[config.mk]
export PLATFORM = sky130hd
export DESIGN_NAME = alu_result_stage_flat
export DESIGN_NICKNAME = d
export VERILOG_FILES = /design/src/rtl/alu_pkg.sv /design/src/rtl/alu_result_stage_if.sv /design/src/rtl/alu_result_stage_skid_buf2.sv /design/src/rtl/alu_result_stage.sv /design/src/flat_wrapper.sv
export SDC_FILE = /design/constraint.sdc
export NUM_CORES = 1
export LEC_CHECK = 0
export CORE_MARGIN = 2
export CORE_UTILIZATION = 51
export DETAILED_ROUTE_END_ITERATION = 7
export PLACE_DENSITY = 0.95
export SYNTH_ARGS = -nofsm -noshare
export SYNTH_HDL_FRONTEND = slang
export SYNTH_SLANG_ARGS = --single-unit
[constraint.sdc]
create_clock -name clk -period 5.7 [get_ports clk]
set_clock_uncertainty 0.15 [all_clocks]
set_input_delay 1.71 -clock clk [delete_from_list [all_inputs] [get_ports clk]]
set_output_delay 1.71 -clock clk [all_outputs]
set_load 0.005 [all_outputs]
[src/rtl/alu_pkg.sv]
// Shared types and helpers for the ALU result stage: opcode enum, flag positions,
// per-opcode status-update mask and the skid-buffer occupancy states.
package alu_pkg;

  typedef enum logic [3:0] {
    OP_ADD = 4'd0,
    OP_SUB = 4'd1,
    OP_MUL = 4'd2,
    OP_DIV = 4'd3,
    OP_MOD = 4'd4,
    OP_AND = 4'd5,
    OP_OR  = 4'd6,
    OP_XOR = 4'd7,
    OP_SLL = 4'd8,
    OP_SRL = 4'd9
  } alu_op_e;

  localparam int FLAG_N = 3;
  localparam int FLAG_Z = 2;
  localparam int FLAG_C = 1;
  localparam int FLAG_V = 0;

  typedef enum logic [1:0] {
    OCC_EMPTY = 2'd0,
    OCC_ONE   = 2'd1,
    OCC_FULL  = 2'd2
  } occ_e;

  // Bits set in the mask are the NZCV bits this opcode is allowed to overwrite.
  function automatic logic [3:0] flag_mask(alu_op_e op);
    case (op)
      OP_ADD, OP_SUB, OP_MUL:                  flag_mask = 4'b1111;
      OP_DIV, OP_MOD, OP_AND, OP_OR, OP_XOR,
      OP_SLL, OP_SRL:                          flag_mask = 4'b1100;
      default:                                 flag_mask = 4'b0000;
    endcase
  endfunction

  function automatic logic op_is_legal(logic [3:0] op);
    op_is_legal = (op <= 4'd9);
  endfunction

endpackage

[src/rtl/alu_result_stage_if.sv]
// Valid/ready bus between the combinational ALU, the result stage and its consumer.
interface alu_result_stage_if #(parameter int N = 4);
  logic         in_valid;
  logic         in_ready;
  logic [N-1:0] alu_q;
  logic         alu_ne;
  logic         alu_z;
  logic         alu_v;
  logic         alu_c;
  logic [3:0]   alu_op;
  logic         out_valid;
  logic         out_ready;
  logic [N-1:0] out_q;
  logic [3:0]   out_op;
  logic [3:0]   out_flags;

  modport master (
    output in_valid, alu_q, alu_ne, alu_z, alu_v, alu_c, alu_op, out_ready,
    input  in_ready, out_valid, out_q, out_op, out_flags
  );

  modport slave (
    input  in_valid, alu_q, alu_ne, alu_z, alu_v, alu_c, alu_op, out_ready,
    output in_ready, out_valid, out_q, out_op, out_flags
  );
endinterface

[src/rtl/alu_result_stage_skid_buf2.sv]
// Generic 2-entry valid/ready FIFO (skid buffer) with a registered in_ready.
module skid_buf2 import alu_pkg::*; #(
  parameter int W = 12
) (
  input  logic         clk,
  input  logic         rst,
  input  logic         in_valid,
  output logic         in_ready,
  input  logic [W-1:0] in_data,
  output logic         out_valid,
  input  logic         out_ready,
  output logic [W-1:0] out_data
);

  occ_e         occ, occ_nxt;
  logic [W-1:0] head, head_nxt;
  logic [W-1:0] tail, tail_nxt;
  logic         push, pop;

  assign push      = in_valid & in_ready;
  assign pop       = out_valid & out_ready;
  assign out_valid = (occ != OCC_EMPTY);
  assign out_data  = head;

  // NOTE: sequential state uses <= so every flop samples pre-edge values.
  always_ff @(posedge clk) begin
    if (rst) begin
      occ      <= OCC_EMPTY;
      in_ready <= 1'b1;
      head     <= '0;
    end else begin
      occ      <= occ_nxt;
      in_ready <= (occ_nxt != OCC_FULL);
      head     <= head_nxt;
    end
  end

  // NOTE: tail is never observed while empty, so it has no reset; keeping it out
  // of the reset block avoids turning rst into a data-path enable.
  always_ff @(posedge clk) begin
    tail <= tail_nxt;
  end

  // NOTE: every output gets a default first so no path leaves it unassigned (no latch).
  always_comb begin
    occ_nxt  = occ;
    head_nxt = head;
    tail_nxt = tail;
    unique case (occ)
      OCC_EMPTY: begin
        if (push) begin
          occ_nxt  = OCC_ONE;
          head_nxt = in_data;
        end
      end
      OCC_ONE: begin
        case ({push, pop})
          2'b10: begin
            occ_nxt  = OCC_FULL;
            tail_nxt = in_data;
          end
          2'b01: occ_nxt  = OCC_EMPTY;
          2'b11: head_nxt = in_data;
          default: ;
        endcase
      end
      OCC_FULL: begin
        if (pop) begin
          head_nxt = tail;
          if (push) tail_nxt = in_data;
          else      occ_nxt  = OCC_ONE;
        end
      end
      default: occ_nxt = OCC_EMPTY;
    endcase
  end

endmodule

[src/rtl/alu_result_stage.sv]
// Registered ALU result stage: skid-buffered results plus NZCV status, illegal-op
// counter and optional sticky overflow (enabled by defining ALU_STICKY_OVF_EN).
module alu_result_stage import alu_pkg::*; #(
  parameter int N    = 4,
  parameter int ERRW = 8
) (
  input  logic            clk,
  input  logic            rst,
  alu_result_stage_if.slave bus,
  output logic [3:0]      nzcv,
  output logic [ERRW-1:0] err_cnt,
  input  logic            clr_sticky,
  output logic            sticky_v
);

  localparam int W = N + 8;

  logic         accept;
  logic [3:0]   in_flags;
  logic [3:0]   mask;
  logic [W-1:0] out_data;

  assign accept   = bus.in_valid & bus.in_ready;
  assign in_flags = {bus.alu_ne, bus.alu_z, bus.alu_c, bus.alu_v};
  assign mask     = flag_mask(alu_op_e'(bus.alu_op));

  skid_buf2 #(.W(W)) u_buf (
    .clk       (clk),
    .rst       (rst),
    .in_valid  (bus.in_valid),
    .in_ready  (bus.in_ready),
    .in_data   ({bus.alu_q, bus.alu_op, in_flags}),
    .out_valid (bus.out_valid),
    .out_ready (bus.out_ready),
    .out_data  (out_data)
  );

  assign {bus.out_q, bus.out_op, bus.out_flags} = out_data;

  // Status follows issue order, so it updates on accept rather than on pop.
  always_ff @(posedge clk) begin
    if (rst) begin
      nzcv    <= '0;
      err_cnt <= '0;
    end else if (accept) begin
      nzcv <= (nzcv & ~mask) | (in_flags & mask);
      if (!op_is_legal(bus.alu_op) && (err_cnt != {ERRW{1'b1}}))
        err_cnt <= err_cnt + 1'b1;
    end
  end

`ifdef ALU_STICKY_OVF_EN
  // Set has priority over clear when both happen on the same edge.
  always_ff @(posedge clk) begin
    if (rst)                                        sticky_v <= 1'b0;
    else if (accept && mask[FLAG_V] && bus.alu_v)   sticky_v <= 1'b1;
    else if (clr_sticky)                            sticky_v <= 1'b0;
  end
`else
  logic unused_clr_sticky;
  assign unused_clr_sticky = clr_sticky;
  assign sticky_v          = 1'b0;
`endif

endmodule

[src/flat_wrapper.sv]
// flat-port wrapper written by rule: the top's interface ports become plain ports
module alu_result_stage_flat import alu_pkg::*;
#(
  parameter int N    = 4,
  parameter int ERRW = 8
)
  (clk, rst, nzcv, err_cnt, clr_sticky, sticky_v, bus_in_valid, bus_alu_q, bus_alu_ne, bus_alu_z, bus_alu_v, bus_alu_c, bus_alu_op, bus_out_ready, bus_in_ready, bus_out_valid, bus_out_q, bus_out_op, bus_out_flags);
  alu_result_stage_if #(.N(N)) bus_i ();
  input  logic clk;
  input  logic rst;
  output logic [3:0] nzcv;
  output logic [ERRW-1:0] err_cnt;
  input  logic clr_sticky;
  output logic sticky_v;
  input wire logic [$bits(bus_i.in_valid)-1:0] bus_in_valid;
  input wire logic [$bits(bus_i.alu_q)-1:0] bus_alu_q;
  input wire logic [$bits(bus_i.alu_ne)-1:0] bus_alu_ne;
  input wire logic [$bits(bus_i.alu_z)-1:0] bus_alu_z;
  input wire logic [$bits(bus_i.alu_v)-1:0] bus_alu_v;
  input wire logic [$bits(bus_i.alu_c)-1:0] bus_alu_c;
  input wire logic [$bits(bus_i.alu_op)-1:0] bus_alu_op;
  input wire logic [$bits(bus_i.out_ready)-1:0] bus_out_ready;
  output wire logic [$bits(bus_i.in_ready)-1:0] bus_in_ready;
  output wire logic [$bits(bus_i.out_valid)-1:0] bus_out_valid;
  output wire logic [$bits(bus_i.out_q)-1:0] bus_out_q;
  output wire logic [$bits(bus_i.out_op)-1:0] bus_out_op;
  output wire logic [$bits(bus_i.out_flags)-1:0] bus_out_flags;
  assign bus_i.in_valid = bus_in_valid;
  assign bus_i.alu_q = bus_alu_q;
  assign bus_i.alu_ne = bus_alu_ne;
  assign bus_i.alu_z = bus_alu_z;
  assign bus_i.alu_v = bus_alu_v;
  assign bus_i.alu_c = bus_alu_c;
  assign bus_i.alu_op = bus_alu_op;
  assign bus_i.out_ready = bus_out_ready;
  assign bus_in_ready = bus_i.in_ready;
  assign bus_out_valid = bus_i.out_valid;
  assign bus_out_q = bus_i.out_q;
  assign bus_out_op = bus_i.out_op;
  assign bus_out_flags = bus_i.out_flags;
  alu_result_stage #(.N(N), .ERRW(ERRW)) u_core (.clk(clk), .rst(rst), .bus(bus_i), .nzcv(nzcv), .err_cnt(err_cnt), .clr_sticky(clr_sticky), .sticky_v(sticky_v));
endmodule
# After elaboration in Yosys (flattened, before gate mapping)
# Memory sizes are Yosys's and may differ from the RTL's.
# Index checks and enable logic that the tools add are counted.
# op_classes
addsub	1
n_lt_le_gt_ge	1
n_eq_ne	12
mux	12
bitwise	6
n_reduce_logical	9
# ops
op	n
12-bit 2-to-1 mux	5
12-bit one-hot mux with 3 select lines	1
12-bit one-hot mux with 2 select lines	1
2-bit inequality test (second input constant)	5
8-bit by 1-bit adder with 8-bit output (second input constant)	1
4-bit bitwise AND	2
8-bit inequality test (second input constant)	1
4-bit AND reduction	2
2-bit equality test (second input constant)	3
2-bit 2-to-1 mux	3
2-bit one-hot mux with 3 select lines	1
2-bit by 1-bit equality test with 1-bit output (second input constant)	2
4-bit <= comparator (second input constant)	1
4-bit inverter	1
4-bit bitwise OR	1
2-bit one-hot mux with 2 select lines	1
2-bit nonzero test	2
3-bit nonzero test	1
1-bit bitwise AND	2
2-bit logical NOT	1
2-bit by 1-bit inequality test with 1-bit output (second input constant)	1
2-bit AND reduction	1
1-bit logical AND	1
1-bit logical NOT	1
# totals
register_bits	39
romBits	64
input_bits	17
out_inout_bits	27
elab_cells	48
n_memories	1
# memory_table
name	words	width	read_ports	rd_clocked_by_memory_dff	write_ports	line_no	source
(name not given)	16	4	1	0	0	alu_pkg.sv:31	case (op)

# Logic depth before layout (Yosys ltp)
# Gate-level depths: netlist of run 1.
# logic_depth
word_depth	6
ltp_mapped	5
ltp_nobuf	5

# Hierarchy
# From an unflattened synthesis of run 1, not the netlist that was laid out.
# hier_totals
cells_unflattened	155
hier_area_um2	1764.2
# by_module_without_submodules
mod	n_inst	cells_each	area_each_um2	seq_area_each_um2
skid_buf2	1	93	1203.7	660.6
alu_result_stage	1	62	560.5	240.2

# Least setup slack after synthesis of run 1
# Ideal clock, no wire load.
# synth_timing
path_kind	in2reg
start	input bus_out_ready
end	register u_core.u_buf.tail[0], enable pin
setup_ns	0.385
arrival_ns	2.686
required_time_ns	5.165
path_slack_ns	2.479
path_stages	3
cell_sequence	and2b_1 > nand2b_1 > a21oi_1
# synth_via
elab_chain_len	4
elab_cells_between_ends	5
# synth_rtl
element	line_no	source
from (decl)	flat_wrapper.sv:22	input wire logic [$bits(bus_i.out_ready)-1:0] bus_out_ready;
1-bit bitwise AND (*)	alu_result_stage_skid_buf2.sv:21	assign pop = out_valid & out_ready;
2-bit equality test	alu_result_stage_skid_buf2.sv:57	case ({push, pop})
2-bit inequality test (no line)	--	
4-bit AND reduction (no line) (*)	--	
to (signal assigned)	alu_result_stage_skid_buf2.sv:41	tail <= tail_nxt;
to (decl)	alu_result_stage_skid_buf2.sv:17	logic [W-1:0] tail, tail_nxt;
# Mark *: on every way between the ends. The rest lies on a longest branch, timed or not.
# A chain may end at the register's enable or synchronous reset.

# Worst setup path in the final report of run 1
# layout_timing
start	input bus_out_ready
end	register u_core.u_buf.tail[9], enable pin
# Same word-level chain as after synthesis.

==> results of run 1 <==
-- routing by layer --
layer | vias up | track usage (%)
met5 | - | 0
met4 | 0 | 9.12
met3 | 9 | 4.83
met2 | 40 | 36.8
met1 | 590 | 23.5
li1 | 635 | -
-- synthesized netlist by cell type, types with 2 or more instances --
library cell / n / area (um^2)
nand2b_1: 3 / 18.8
a211oi_1: 12 / 90.1
nand2_1: 3 / 11.3
dfxtp_1: 27 / 541
nand3_1: 2 / 10.0
xnor2_1: 2 / 17.5
nand4_1: 3 / 18.8
a21oi_1: 4 / 20.0
a21boi_0: 2 / 15.0
buf_4: 2 / 15.0
mux2i_1: 18 / 180
o2111a_1: 2 / 22.5
and2_1: 2 / 12.5
clkbuf_1: 2 / 7.51
nand3b_1: 2 / 15.0
xor2_1: 2 / 17.5
nor2_1: 24 / 90.1
inv_1: 2 / 7.51
edfxtp_1: 12 / 360
-- metrics by stage --
stage	setup slack [ns]	total power, mW	utilization [%]	cell area, um^2
floorplan	2.48	0.355	-	1690
global placement	1.81	0.394	68.2	2120
detailed placement	1.80	0.398	68.2	2120
CTS	2.16	0.572	70.6	2190
global route	1.97	0.590	70.6	2190
finish	2.13	0.570	70.6	2190
-- area by class of cell --
class	count	area share, %
multi-input cells	101	33.9
inverters	2	0.342
well taps	44	2.51
clock inverters	1	1.37
repair buffers	41	18.7
clock buffers	7	2.05
flip-flops and latches	39	41.1
-- critical path, cell delays in order --
cell and delay, ns:
clkdlybuf4s50_1 0.48, and2b_1 0.31, nand2b_1 0.07, a21oi_1 0.81
-- final timing paths --
kind                             start                        end  slack [ns]
max                      bus_out_ready       u_core.u_buf.tail[9]        2.13
min          u_core.u_buf.out_data[10]  u_core.u_buf.out_data[10]        0.36
max reg2reg        u_core.u_buf.occ[0]       u_core.u_buf.tail[9]        3.67
min reg2reg  u_core.u_buf.out_data[10]  u_core.u_buf.out_data[10]        0.36
-- report_power, final --
group	switching [mW]	internal [mW]	total (mW)
registers	0.00783	0.301	0.309
clock network	0.0849	0.0931	0.178
logic	0.0372	0.0459	0.0830
-- logic make-up (layout without fill, tap and decap cells) --
| family | count (synthesis) | after routing | share of synthesized area [%] |
|---|---|---|---|
| AOI/OAI and AO/OA | 30 | 30 | 15.3 |
| buffers and inverters | 9 | 51 | 2.95 |
| adders and majority gates | 1 | 1 | 0.738 |
| muxes | 18 | 18 | 10.6 |
| DFF | 39 | 39 | 53.2 |
| other | 1 | 1 | 0.221 |
| and+or+nand+nor | 47 | 47 | 14.9 |
| xor gates and xnor gates | 4 | 4 | 2.07 |
==> summary.txt, run 1 <==
Global routing
  – All-Layer GR Usage: 20.7%
  – Vias in the first global route: ~1300
  – Pin count of the biggest net entering global routing: 29
  – Gr ovfl total: 0
  – First-pass GRT wire length: 5.69 mm
  – Initial antenna violation count: 0

Finish
  – Nets: 208
  – Antenna cells: 0
  – Area used by multi-input combinational logic: roughly 740 um^2
  – Commonest non-fill, non-tap cells in the layout: clkdlybuf4s50_1, dfxtp_1, nor2_1, mux2i_1
  – Synth-to-layout area growth: 29.4%
  – Most common cell after layout, fill and taps aside: clkdlybuf4s50_1
  – Share of post-route cells with drive strength above 1: under 10%
  – Final Non-Filler Cells: between 200 and 250
  – Register area: 901 um^2
  – Fill cells: roughly 240

Placement
  – Placer congestion estimate: between 0.8 and 0.9
  – Port-buffer cells: 41
  – Placed insts: about 230
  – Post-DP HPWL: 2.55 mm

Clock network
  – H-tree depth: 2
  – Hold buffers post-CTS: 0
  – Max Root-Sink Buffers: 2
  – Skew-Pair Late Insertion Delay: ~0.33 ns
  – CTS clk-pin slew, worst paths: roughly 0.11 ns
  – Setup Buffers After CTS: 0
  – Post-CTS sizing: 0
  – Cts bufs inserted: 5
  – Clk sinks: 39
  – Clk root buf: clkbuf_4
  – CTS tree: yes

STA
  – Relative slew slack: approximately a third
  – Final hold viol count: 0
  – Slew Limit Fails: 0
  – Crit path time final: roughly 3.6 ns
  – Hold Slack: roughly 0.36 ns
  – Final worst-path cycle share: 62.6%
  – RSZ-0062 raised after global routing: false
  – Final setup fails: 0
  – FMAX: around 280 MHz
  – Setup TNS: 0 ns
  – Actual slew at the worst max-slew pin: just over 1 ns

Floorplanning
  – Initial Util: a little over half
  – # rows: 20
  – Ports: 44
  – Die W: between 60 and 70 um
  – Chip Height: 61.6 um
  – Core Region: around 3100 um^2
  – Die area: 3800 um^2

Detailed routing
  – Met3 wire len: between 150 and 200 um
  – Total number of vias: between 1000 and 1500
  – DRC Markers: 0
  – Routed met1 length: about 1.4 mm
  – Metal2 WL: about 1.8 mm
  – Max Used Layer: met4
  – Routed WL per cell: around 15 um
  – DR iter-0 viols: 37
  – Antenna Violating Nets Remaining: 0
  – Total wire length: 3.42 mm
  – First-pass DRT Iterations: 4
  – Via/cell ratio: 5.42

Worst setup path
  – Crit path DAT: 3.38 ns
  – R2R cell count: 3
  – Worst Setup Path Type: input pin to flop
  – Critical Path End Type: flop
  – Crit Path Max Fanout: 12
  – CP required: 5.51 ns
  – Worst Setup Start Kind: input pin

Yosys
  – Primary FF master, synth: dfxtp_1
  – Mapped Area: 1690 um^2
  – Avg Synthesized Cell Area: roughly 11 um^2
  – Post-Synthesis Cells: 149
  – Syn_nets: around 170
  – Post-synth EDFFs: 12
  – Post-synth ARST share: 0%
  – Synthesis-stage register bit count: 39
  – Ys Warns: 0
  – Yosys cell types: 42
  – Post-synthesis sequential area ratio: 53.2%

Worst hold path
  – HP Class: flop to flop
  – WHS Path Cells: 2

Pwr
  – PwrDens: 260 nW/um^2
  – Leakage: around 0.86 nW
  – Peak supply drop: between 100 and 150 uV

Run status
  – Status: finished clean

Run
  – Total of max-cap violations: 0
Note: power is estimated with default switching activity, not from simulation.
==> inputs of run 2 (changes only) <==
Settings changed: CORE_UTILIZATION 51 to 43, PLACE_DENSITY 0.95 to 0.87.
Clock period 5.7 ns to 3.16 ns, I/O delays scaled along.
==> run 2 against run 1 <==
Net effect:
- cell count grew 3.0%
- combinational power increased by 82%
- global-route usage decreased by 4.0 points
- non-clock buffer count up 3
- highest routed layer unchanged
- register-to-register slack got worse by 2.2 ns
- hold slack lost 0.0067 ns
- count of clock-buffer cells in the layout down 2
- sequential power rose by 80%
- via count unchanged
- die area grew 17%
==> summary.txt, run 2 (synthesized netlist as in run 1, its figures left out) <==
Worst setup path
  – Crit path DAT: 2.54 ns (-0.84 ns)
  – Worst Setup Path Type: input pin to flop
  – CP required: 3.22 ns (-2.29 ns)
  – Crit Path Max Fanout: 24 (+12)
  – Critical Path End Type: flop
  – Worst Setup Start Kind: input pin
  – R2R cell count: 5 (+2)

Finish
  – Final non-filler cell area: 2260 um^2 (+3.0%)
  – Antenna cells: 0 (unchanged)
  – Most common cell after layout, fill and taps aside: clkdlybuf4s50_1
  – Share of post-route cells with drive strength above 1: 8.76% (+2.5 points)
  – Final core utilization: 60.7% (-9.9 points)
  – Final Non-Filler Cells: 242 (+3.0%)
  – Nets: 211 (+1.4%)
  – Commonest non-fill, non-tap cells in the layout: clkdlybuf4s50_1, dfxtp_1, nor2_1, mux2i_1
  – Synth-to-layout area growth: 33.2%

Clock network
  – H-tree depth: 2 (unchanged)
  – CTS clk-pin slew, worst paths: 0.08 ns (-0.03 ns)
  – Max Root-Sink Buffers: 2 (unchanged)
  – Clk sinks: 39 (unchanged)
  – Hold buffers post-CTS: 0 (unchanged)
  – Setup Buffers After CTS: 0 (unchanged)
  – CTS tree: yes
  – Cts bufs inserted: 5 (unchanged)
  – Skew-Pair Late Insertion Delay: 0.29 ns (-0.04 ns)
  – Clk root buf: clkbuf_8
  – Post-CTS sizing: 0 (unchanged)

Global routing
  – All-Layer GR Usage: 16.6% (-4.0 points)
  – Vias in the first global route: 1161 (-13%)
  – Pin count of the biggest net entering global routing: 25 (-14%)
  – First-pass GRT wire length: 5.47 mm (-3.9%)
  – Initial antenna violation count: 0 (unchanged)
  – Gr ovfl total: 0 (unchanged)

Run
  – Total of max-cap violations: 0 (unchanged)

Pwr
  – Leakage: 0.890 nW (+3.9%)
  – Total power: 1.12 mW (+97%)
  – PwrDens: 496 nW/um^2 (+91%)
  – Peak supply drop: 311 uV (+110%)

Detailed routing
  – DRC Markers: 0 (unchanged)
  – First-pass DRT Iterations: 4 (unchanged)
  – DR iter-0 viols: 94 (+150%)
  – Via/cell ratio: 5.26 (-2.9%)
  – Total wire length: 3.32 mm (-3.0%)
  – Routed WL per cell: 13.7 um (-5.8%)
  – Total number of vias: 1274 (unchanged)
  – Antenna Violating Nets Remaining: 0 (unchanged)

Floorplanning
  – Die area: 4460 um^2 (+17%)
  – Chip Height: 66.8 um (+8.3%)
  – # rows: 22 (+10%)
  – Die W: 66.8 um (+8.3%)
  – Core Region: 3720 um^2 (+20%)
  – Initial Util: 45.6% (-9.0 points)
  – Ports: 44 (unchanged)

STA
  – FMAX: approximately 400 MHz
  – Final hold viol count: 0 (unchanged)
  – Final worst-path cycle share: approximately 79%
  – Relative slew slack: 51.1% (+19 points)
  – Setup TNS: 0 ns (unchanged)
  – Hold Slack: 0.351 ns (-0.00668 ns)
  – Crit path time final: roughly 2.5 ns
  – Setup ws final: 0.672 ns (-1.46 ns)
  – Final setup fails: 0 (unchanged)
  – Actual slew at the worst max-slew pin: 0.731 ns (-0.294 ns)
  – RSZ-0062 raised after global routing: false
  – Slew Limit Fails: 0 (unchanged)

Placement
  – Place WS: 0.355 ns (-1.45 ns)
  – Post-DP HPWL: 2.39 mm (-6.3%)
  – Port-buffer cells: 41 (unchanged)
  – Placer congestion estimate: 0.799 (-0.55%)
  – DP Area: 2140 um^2 (+1.3%)
  – Placed insts: 234 (+3.1%)

Run status
  – Status: finished clean

Worst hold path
  – HP Class: flop to flop
  – WHS Path Cells: 2 (unchanged)
-- run 2: final timing paths --
kind / startpoint / to / slack (ns)
worst max-delay path: bus_in_valid / u_core.u_buf.out_data[7] / 0.67
worst min-delay path: u_core.u_buf.out_data[8] / u_core.u_buf.out_data[8] / 0.35
worst max register to register: u_core.u_buf.in_ready / u_core.u_buf.out_data[7] / 1.47
worst min register to register: u_core.u_buf.out_data[8] / u_core.u_buf.out_data[8] / 0.35
-- run 2: where the power goes --
group / switching, mW / internal (mW) / total [mW]
registers: 0.0143 / 0.543 / 0.557
clock network: 0.177 / 0.235 / 0.412
logic: 0.0656 / 0.0854 / 0.151
-- run 2: final cells by class --
cell class,count,area (um^2)
fillers,326,1460
flip-flops and latches,39,901
multi-input cells,101,743
repair buffers,44,433
clock buffers,5,68.8
well taps,48,60.1
clock inverters,3,43.8
inverters,2,7.51
-- run 2: critical path, cell delays in order --
cell and delay, ns:
clkdlybuf4s50_1 0.63, nand3b_1 0.21, o21ai_4 0.16, buf_4 0.26, nor2_1 0.08, a211oi_1 0.24
-- run 2: routing by layer --
metal / global-route usage, % / wire, um / up-vias
met5: 0 / 0 / -
met4: 7.91 / 53 / 0
met3: 5.07 / 199 / 7
met2: 27.1 / 1560 / 41
met1: 20.0 / 1500 / 586
li1: - / - / 640
==> inputs of run 3 (changes only) <==
Settings changed: CORE_UTILIZATION 43 to 48, PLACE_DENSITY 0.87 to 0.91.
Clock period 3.16 ns to 2.4 ns, I/O delays scaled along.
==> run 3 against run 2 <==
Net effect:
- final area increased by 2.1%
- non-clock buffer count grew 9
- first-iteration DRC count shrank 29%
- flip-flop and latch count unchanged
- count of clock-buffer cells in the layout unchanged
- combinational power up 50%
- power increased by 25%
- critical endpoint is now bus_out_valid
==> summary.txt, run 3 (synthesized netlist as in run 1, its figures left out) <==
Run status
  – Status: finished clean

Clock network
  – Clk sinks: 39 (unchanged)
  – H-tree depth: 2 (unchanged)
  – Hold buffers post-CTS: 0 (unchanged)
  – Cts bufs inserted: 5 (unchanged)
  – CTS clk-pin slew, worst paths: 0.12 ns (+0.04 ns)
  – Skew-Pair Late Insertion Delay: 0.35 ns (+0.06 ns)
  – CTS tree: yes
  – Setup Buffers After CTS: 0 (unchanged)
  – Max Root-Sink Buffers: 2 (unchanged)
  – Post-CTS sizing: 0 (unchanged)
  – Clk root buf: clkbuf_4

Detailed routing
  – Antenna Violating Nets Remaining: 0 (unchanged)
  – DRC Markers: 0 (unchanged)
  – Routed WL per cell: 17.2 um (+25%)
  – Total wire length: 4.28 mm (+29%)
  – Via/cell ratio: 5.69 (+8.1%)
  – First-pass DRT Iterations: 4 (unchanged)
  – DR iter-0 viols: 67 (-29%)
  – Total number of vias: 1417 (+11%)

Finish
  – Final non-filler cell area: 2300 um^2 (+2.1%)
  – Share of post-route cells with drive strength above 1: 12.8% (+4.0 points)
  – Nets: 220 (+4.3%)
  – Antenna cells: 0 (unchanged)
  – Commonest non-fill, non-tap cells in the layout: clkdlybuf4s50_1, dfxtp_1, nor2_1, mux2i_1
  – Most common cell after layout, fill and taps aside: clkdlybuf4s50_1
  – Synth-to-layout area growth: 36.0%

STA
  – RSZ-0062 raised after global routing: false
  – Actual slew at the worst max-slew pin: 0.731 ns (+0.0000865 ns)
  – Slew Limit Fails: 0 (unchanged)
  – Hold Slack: 0.354 ns (+0.00259 ns)
  – Final setup fails: 0 (unchanged)
  – Setup TNS: 0 ns (unchanged)
  – Final hold viol count: 0 (unchanged)
  – Crit path time final: ~2.4 ns
  – FMAX: around 420 MHz
  – Final worst-path cycle share: between 90% and 100%
  – Relative slew slack: 51.1% (about the same)

Worst setup path
  – Reg-to-Reg Start: u_core.u_buf.occ[0]
  – Worst Setup Start Kind: flop
  – CP startpoint: u_core.u_buf.occ[1]
  – Crit Path Max Fanout: 7 (-71%)
  – Crit path capture: bus_out_valid
  – Flop-to-flop setup slack: 0.64 ns (-0.83 ns)
  – Worst Setup Path Type: flop to output port
  – Critical Path End Type: output port
  – R2R cell count: 4 (-1)
  – CP required: 1.53 ns (-1.69 ns)
  – Critical R2R Capture: u_core.u_buf.out_data[11]
  – Crit path DAT: 1.50 ns (-1.04 ns)

Global routing
  – Initial antenna violation count: 0 (unchanged)
  – Pin count of the biggest net entering global routing: 25 (unchanged)
  – Vias in the first global route: 1435 (+24%)
  – Gr ovfl total: 0 (unchanged)
  – All-Layer GR Usage: 22.1% (+5.5 points)
  – First-pass GRT wire length: 6.76 mm (+24%)

Floorplanning
  – Ports: 44 (unchanged)
  – Chip Height: 63.4 um (-5.0%)
  – Core Region: 3360 um^2 (-9.5%)
  – Die area: 4020 um^2 (-9.8%)
  – Die W: 63.4 um (-5.0%)
  – # rows: 21 (-4.5%)
  – Initial Util: 50.4% (+4.8 points)

Placement
  – Port-buffer cells: 41 (unchanged)
  – Post-DP HPWL: 3.14 mm (+31%)
  – Placer congestion estimate: 0.788 (-1.4%)
  – DP Area: 2220 um^2 (+3.6%)

Pwr
  – Peak supply drop: 370 uV (+19%)
  – Leakage: 0.924 nW (+3.8%)
  – PwrDens: 609 nW/um^2 (+23%)

Worst hold path
  – HP Class: flop to flop

Run
  – Total of max-cap violations: 0 (unchanged)
-- run 3: cell count changes in the layout (fill, tap and decap cells not counted) --
cell,change
buf_4,+8
clkbuf_4,+5
clkbuf_8,-5
buf_12,+1
-- run 3: worst max-delay path, cell delays in order, from the launching register on --
cell	delay, ns
dfxtp_1	0.38
or2_2	0.34
clkdlybuf4s50_1	0.45
-- run 3: routing by layer --
metal / wire [um] / part of all wire [%] / vias to the layer above / track usage, %
met3: 221 / 5.2 / 14 / 4.82
li1: - / - / 662 / -
met1: 1700 / 40 / 672 / 24.1
met5: 0 / 0 / - / 0
met2: 2220 / 52 / 69 / 40.3
met4: 144 / 3.4 / 0 / 10.9
-- run 3: how the worst min path moves through the flow --
stage	startpoint	end	slack (ns)	cells after the start
6_report	u_core.u_buf.out_data[8]	u_core.u_buf.out_data[8]	0.35	2
5_1_grt	u_core.u_buf.out_data[8]	u_core.u_buf.out_data[8]	0.39	2
4_1_cts	u_core.u_buf.out_data[8]	u_core.u_buf.out_data[8]	0.36	2
3_5_place_dp	u_core.u_buf.out_data[8]	u_core.u_buf.out_data[8]	0.34	2
3_3_place_gp	flop	flop	0.33	2
2_1_floorplan	flop	flop	0.34	2
-- run 3: metrics by stage --
stage                     total power [mW]  util (%)  cells  setup slack, ns
after floorplan                      0.844         -    149            0.169
after global placement               0.958      66.1    241         -0.00301
after detailed placement             0.975      66.1    241           -0.160
after CTS                             1.41      68.5    249           0.0448
after global routing                  1.47      68.5    249         0.000648
final                                 1.40      68.5    249           0.0339
-- run 3: cell type report --
class / instances / area, um^2
tap: 46 / 57.6
timing repair buffer: 53 / 513
sequential: 39 / 901
clock buffer: 5 / 37.5
multi-input combinational: 101 / 743
inverter: 2 / 7.51
clock inverter: 3 / 43.8
fill: 270 / 1060
-- run 3: report_power, final --
group,switching (mW),internal (mW)
combinational,0.0993,0.127
clock,0.220,0.219
sequential,0.0216,0.715
total,0.341,1.06
